==> config.mk <==
export PLATFORM = sky130hd
export DESIGN_NAME = serial_frame_rx_flat
export DESIGN_NICKNAME = d
export VERILOG_FILES = /design/src/rtl/serial_pkg.sv /design/src/rtl/serial_frame_rx_if.sv /design/src/rtl/sipo_shift.sv /design/src/rtl/serial_frame_rx.sv /design/src/flat_wrapper.sv
export SDC_FILE = /design/constraint.sdc
export NUM_CORES = 1
export LEC_CHECK = 0
export CORE_MARGIN = 3
export CORE_UTILIZATION = 35
export DETAILED_ROUTE_END_ITERATION = 6
export PLACE_DENSITY_LB_ADDON = 0.08
export SYNTH_ARGS = -nofsm -noshare
export SYNTH_HDL_FRONTEND = slang
export SYNTH_SLANG_ARGS = --single-unit
==> constraint.sdc <==
create_clock -name clk -period 1.36 [get_ports clk]
set_input_delay 0.136 -clock clk [delete_from_list [all_inputs] [get_ports clk]]
set_output_delay 0.136 -clock clk [all_outputs]
set_load 0.05 [all_outputs]
==> src/rtl/serial_pkg.sv <==
// Shared serial-line definitions: receiver FSM states and line-level constants
// common to the transmitter and receiver sides.
package serial_pkg;

  typedef enum logic [1:0] {
    IDLE   = 2'd0,
    DATA   = 2'd1,
    PARITY = 2'd2,
    STOP   = 2'd3
  } rx_state_t;

  localparam logic LINE_IDLE = 1'b0;
  localparam logic START_BIT = 1'b1;
  localparam logic STOP_BIT  = 1'b0;

endpackage

==> src/rtl/serial_frame_rx_if.sv <==
// Parallel word output of the serial receiver: valid/ready handshake plus data.
// A word moves on any rising edge where data_valid && data_ready; the producer
// holds data_out stable while data_valid is high and data_ready is low.
interface serial_frame_rx_if #(
  parameter int DATA_W = 8
);

  logic [DATA_W-1:0] data_out;
  logic              data_valid;
  logic              data_ready;

  modport master (
    output data_out,
    output data_valid,
    input  data_ready
  );

  modport slave (
    input  data_out,
    input  data_valid,
    output data_ready
  );

endinterface

==> src/rtl/sipo_shift.sv <==
// Serial-in/parallel-out register: each enabled edge shifts din in at the MSB,
// so after W shifts the first bit received sits in bit 0.
module sipo_shift #(
  parameter int W = 8
) (
  input  logic         clk,
  input  logic         rst,
  input  logic         shift_en,
  input  logic         din,
  output logic [W-1:0] q
);

  logic [W-1:0] q_q;
  logic [W-1:0] q_d;

  generate
    if (W == 1) begin : g_single
      assign q_d = din;
    end else begin : g_multi
      assign q_d = {din, q_q[W-1:1]};
    end
  endgenerate

  always_ff @(posedge clk or negedge rst) begin
    if (!rst) begin
      q_q <= '0;
    end else if (shift_en) begin
      q_q <= q_d;
    end
  end

  assign q = q_q;

endmodule

==> src/rtl/serial_frame_rx.sv <==
// Serial frame receiver: start bit, DATA_W data bits LSB first, optional even
// parity, stop bit; good words land in a one-entry holding register.
module serial_frame_rx
  import serial_pkg::*;
#(
  parameter int DATA_W    = 8,
  parameter int PARITY_EN = 1
) (
  input  logic                clk,
  input  logic                rst,
  input  logic                serial_in,
  serial_frame_rx_if.master   rx_if,
  input  logic                err_clr,
  output logic                frame_err,
  output logic                parity_err,
  output logic                overrun,
  output logic                busy,
  output rx_state_t           state_dbg
);

  localparam int CNT_W = $clog2(DATA_W + 1);

  rx_state_t         state_q;
  logic [CNT_W-1:0]  bit_cnt_q;
  logic              par_q;
  logic              busy_q;
  logic [DATA_W-1:0] shift_q;

  logic [DATA_W-1:0] data_q, data_d;
  logic              valid_q, valid_d;
  logic              frame_err_q, frame_err_d;
  logic              parity_err_q, parity_err_d;
  logic              overrun_q, overrun_d;

  logic last_bit;
  logic in_stop;
  logic stop_ok;
  logic parity_ok;
  logic good;
  logic consume;
  logic load;

  assign last_bit = (bit_cnt_q == CNT_W'(DATA_W - 1));

  // par_q accumulates data bits and the parity bit; even parity leaves it 0.
  always_ff @(posedge clk or negedge rst) begin
    if (!rst) begin
      state_q   <= IDLE;
      bit_cnt_q <= '0;
      par_q     <= 1'b0;
      busy_q    <= 1'b0;
    end else begin
      case (state_q)
        IDLE: begin
          if (serial_in == START_BIT) begin
            state_q   <= DATA;
            bit_cnt_q <= '0;
            par_q     <= 1'b0;
            busy_q    <= 1'b1;
          end
        end
        DATA: begin
          bit_cnt_q <= bit_cnt_q + 1'b1;
          par_q     <= par_q ^ serial_in;
          if (last_bit) begin
            state_q <= (PARITY_EN != 0) ? PARITY : STOP;
          end
        end
        PARITY: begin
          par_q   <= par_q ^ serial_in;
          state_q <= STOP;
        end
        STOP: begin
          state_q <= IDLE;
          busy_q  <= 1'b0;
        end
        default: begin
          state_q <= IDLE;
          busy_q  <= 1'b0;
        end
      endcase
    end
  end

  sipo_shift #(
    .W (DATA_W)
  ) u_sipo (
    .clk      (clk),
    .rst      (rst),
    .shift_en (state_q == DATA),
    .din      (serial_in),
    .q        (shift_q)
  );

  assign in_stop   = (state_q == STOP);
  assign stop_ok   = (serial_in == STOP_BIT);
  assign parity_ok = (PARITY_EN == 0) || !par_q;
  assign good      = in_stop && stop_ok && parity_ok;
  assign consume   = valid_q && rx_if.data_ready;
  assign load      = good && (!valid_q || rx_if.data_ready);

  // Error flags: a new event in the same cycle as err_clr leaves the flag set.
  always_comb begin
    data_d  = data_q;
    valid_d = valid_q;
    if (consume) begin
      valid_d = 1'b0;
    end
    if (load) begin
      valid_d = 1'b1;
      data_d  = shift_q;
    end
    frame_err_d  = (in_stop && !stop_ok)   || (frame_err_q  && !err_clr);
    parity_err_d = (in_stop && !parity_ok) || (parity_err_q && !err_clr);
    overrun_d    = (good && valid_q && !rx_if.data_ready) || (overrun_q && !err_clr);
  end

  always_ff @(posedge clk or negedge rst) begin
    if (!rst) begin
      data_q       <= '0;
      valid_q      <= 1'b0;
      frame_err_q  <= 1'b0;
      parity_err_q <= 1'b0;
      overrun_q    <= 1'b0;
    end else begin
      data_q       <= data_d;
      valid_q      <= valid_d;
      frame_err_q  <= frame_err_d;
      parity_err_q <= parity_err_d;
      overrun_q    <= overrun_d;
    end
  end

  assign rx_if.data_out   = data_q;
  assign rx_if.data_valid = valid_q;
  assign frame_err        = frame_err_q;
  assign parity_err       = parity_err_q;
  assign overrun          = overrun_q;
  assign busy             = busy_q;
  assign state_dbg        = state_q;

endmodule

==> src/flat_wrapper.sv <==
// flat-port wrapper written by rule: the top's interface ports become plain ports
module serial_frame_rx_flat import serial_pkg::*;
#(
  parameter int DATA_W    = 8,
  parameter int PARITY_EN = 1
)
  (clk, rst, serial_in, err_clr, frame_err, parity_err, overrun, busy, state_dbg, rx_if_data_out, rx_if_data_valid, rx_if_data_ready);
  serial_frame_rx_if #(.DATA_W(DATA_W)) rx_if_i ();
  input  logic clk;
  input  logic rst;
  input  logic serial_in;
  input  logic err_clr;
  output logic frame_err;
  output logic parity_err;
  output logic overrun;
  output logic busy;
  output rx_state_t state_dbg;
  output wire logic [$bits(rx_if_i.data_out)-1:0] rx_if_data_out;
  output wire logic [$bits(rx_if_i.data_valid)-1:0] rx_if_data_valid;
  input wire logic [$bits(rx_if_i.data_ready)-1:0] rx_if_data_ready;
  assign rx_if_data_out = rx_if_i.data_out;
  assign rx_if_data_valid = rx_if_i.data_valid;
  assign rx_if_i.data_ready = rx_if_data_ready;
  serial_frame_rx #(.DATA_W(DATA_W), .PARITY_EN(PARITY_EN)) u_core (.clk(clk), .rst(rst), .serial_in(serial_in), .rx_if(rx_if_i), .err_clr(err_clr), .frame_err(frame_err), .parity_err(parity_err), .overrun(overrun), .busy(busy), .state_dbg(state_dbg));
endmodule
==> results.toml <==
[power]
comb_power_share_pct = 62.0
pwr-share-seq_pct = 31.6
power_switching_w = 0.00205
leakage_nw = 0.794
pwr-share-clk_pct = 6.3
p_int_w = 0.00305
ir_drop_uv = 1790
cellPowerDensity_nw_per_um2 = 2790
switching_share_pct = 40.1

[worst_hold_path]
hp-class = "in -> async"

[sta]
skew_ps = 2.47
rsz0062_at_grt = "true"
finalHoldViolCount = 0
setup_slack_ps = -33.4
tns_ps = -33.4
whs_ps = 172
period_share_pct = 102
tightest_slew_ps = 350
max_freq_ghz = 0.718
fin_crit_ps = 1390
max_slew_margin_pct = 76.6
slew_violations = 0
finalSetupViolCount = 1

[global_route]
grt_start_max_net_pins = 29
busiest_layer = "met2"
antenna_found_initial = 0
grt_pass1_wl_um = 3900
grtUsageTotal_pct = 11.6
grtUsageMet3_pct = 3.57
grt.overflow.total = 0
grt_use_met2_pct = 20.2
grt_use_met1_pct = 14.3
grt_pass1_vias = 868

[drt]
post-route-drc-count = 0
wl_per_cell_um = 12.1
drt_iter0_drc = 30
drt_first_pass_iters = 4
ant_nets = 0
route.vias.total = 826
drt_wl_total_um = 2160
via_per_inst = 4.61

[synth]
synth_top_area_share_pct = 55.7
syn_nets = 109
synth_top_flop_cell = "dfrtp_1"
yosysWarnings = 0
seq_area_frac_synth_pct = 55.7
synth_cell_types = 26
synth_cells = 99
async_flop_share_pct = 100
synth_area_leader_cell = "dfrtp_1"
syn-cell-area_sq_um = 1260
avgSynthCellArea_sq_um = 12.7
synth_area_leaders = "dfrtp_1, mux2_2, ha_1"
synth_edf_count = 0
ys_ff_latch = 28

[place]
dp_hpwl_um = 1620
finalWeightedCongestion = 0.709
io_buffers = 19

[clock_tree]
cts_buffers = 3
tritoncts = "done"
cts_buffer_depth = 2
h-tree-depth = 1
cts.sinks = 28
cts_hold_buf = 0
insertion_delay_ps = 310
cts.clk_slew.worst_paths_ps = 130
root_buffer = "clkbuf_4"

[run_status]
violations = "setup timing"
status = "finished with violations"

[worst_setup_path]
cp.required_ps = 1580
start_kind = "flip-flop"
cp-end-kind = "flip-flop"
critPathArrivalTime_ps = 1610
path_cells = "inv_2 > ha_4 > nor2b_4 > a21oi_2 > mux2_4"
max_stage_delay_ps = 460
crit_type = "reg -> reg"
cp_slowest_cell = "dfrtp_2"
crit_fanout = 5

[floorplan]
die_width_um = 65.9
fp.dieArea_sq_um = 4350
initial_utilization_pct = 37.1
fp.dieH_um = 65.9
coreArea_sq_um = 3390
ios = 20
core.rowCount = 21

[layout]
multi_input_area_sq_um = 567
fillers = 281
area_delta_synth_final_pct = 45.4
seqCellArea_sq_um = 703
nNetsFinal = 145
drive_gt1_share_pct = 48.1
num_antenna_cells = 0

[flow_run]
cap_violations = 0
-- cell families (layout without fill, tap and decap cells) --
kind of cell,count (synthesis),after routing,share of synthesized area (%)
compound gates,15,15,7.86
fa+ha+maj,5,5,4.98
buf+inv,9,43,3.48
flops,28,28,55.7
mux,19,19,16.8
simple gates,23,23,11.1
-- layout make-up --
class	instances	share of cell area, %
Sequential cell	28	38.5
Multi-Input combinational cell	62	31.0
Timing Repair Buffer	34	24.8
Tap cell	46	3.15
Inverter	6	1.37
Clock buffer	3	1.23
-- final timing paths --
| kind | startpoint | end | slack, ps | depth (start not counted) |
|---|---|---|---|---|
| min in group clk | err_clr | u_core.frame_err | 440 | 2 |
| min reg2reg | u_core.u_sipo.q[0] | u_core.u_sipo.q[0] | 530 | 1 |
| max in group asynchronous | rst | u_core.state_dbg[1] | 910 | 2 |
| max | u_core.state_dbg[0] | u_core.state_dbg[1] | -30 | 5 |
| min | rst | u_core.rx_if.data_out[6] | 170 | 2 |
| max reg2reg | u_core.state_dbg[0] | u_core.state_dbg[1] | -30 | 5 |
-- metrics by stage --
step / setup slack (ps) / power (W) / utilization, % / cells / instance area (sq um)
6_report: -33.4 / 0.00510 / 53.9 / 179 / 1830
5_1_grt: -87.8 / 0.00545 / 53.9 / 179 / 1830
4_1_cts: -41.1 / 0.00508 / 53.1 / 178 / 1800
3_5_place_dp: -154 / 0.00469 / 51.9 / 173 / 1760
3_3_place_gp: -106 / 0.00461 / 51.9 / 173 / 1760
2_1_floorplan: -155 / 0.00327 / - / 99 / 1300
-- cell usage in the layout, fill, tap and decap left out, types with 2 or more instances in the layout --
cell type        Yosys  layout
buf_12               0      15
buf_4                0      15
clkbuf_4             0       3
clkdlybuf4s50_1      0       4
dfrtp_1             28      26
dfrtp_2              0       2
ha_1                 5       3
ha_4                 0       2
inv_1                6       4
mux2_2              17      16
nand2_1             10      10
nand2b_1             3       3
nand3b_1             2       2
nor2_1               2       2
o21ai_0              7       5
o21ai_1              0       2
-- cell usage after synthesis, types with 2 or more instances --
library cell	n
nand2_1	10
buf_2	2
dfrtp_1	28
inv_1	6
nand2b_1	3
nor2_1	2
nand3b_1	2
mux2i_1	2
o21ai_0	7
mux2_2	17
ha_1	5
-- sequential cells by signal, summed over array words and instances, names as in the netlist --
name	count
u_core.parity_err	1
u_core.bit_cnt_q	4
u_core.busy	1
u_core.overrun	1
u_core.state_dbg	2
u_core.u_sipo.q	8
u_core.rx_if.data_valid	1
u_core.frame_err	1
u_core.rx_if.data_out	8
u_core.par_q	1
-- timing repair --
action / 4_1_cts / 5_1_grt
endpoints found under the setup margin: 4 / 12
buffers inserted: 2 / 1
resized for setup: 1 / 5
-- critical path, delay by kind of cell, from the launching register on --
family                     cells  cell delay, ps
DFF                            1             460
buffers and inverters          1              70
adders and majority gates      1             160
AOI/OAI and AO/OA              1             160
and+or+nand+nor                1             130
muxes                          1             310
-- power groups by stage --
stage | clock network [W] | logic [W] | registers, W
finish | 0.000322 | 0.00316 | 0.00161
global route | 0.000386 | 0.00338 | 0.00168
floorplan | 0 | 0.00105 | 0.00221
CTS | 0.000349 | 0.00312 | 0.00161
global placement | 0 | 0.00300 | 0.00161
detailed placement | 0 | 0.00306 | 0.00163
-- metal layers --
metal,wire length [um],vias to the layer above,part of all wire [%]
met2,1040,16,48
met3,116,2,5.4
li1,-,407,-
met4,15,0,0.69
met5,0,-,0
met1,989,401,46
(Power assumes the default switching activity.)
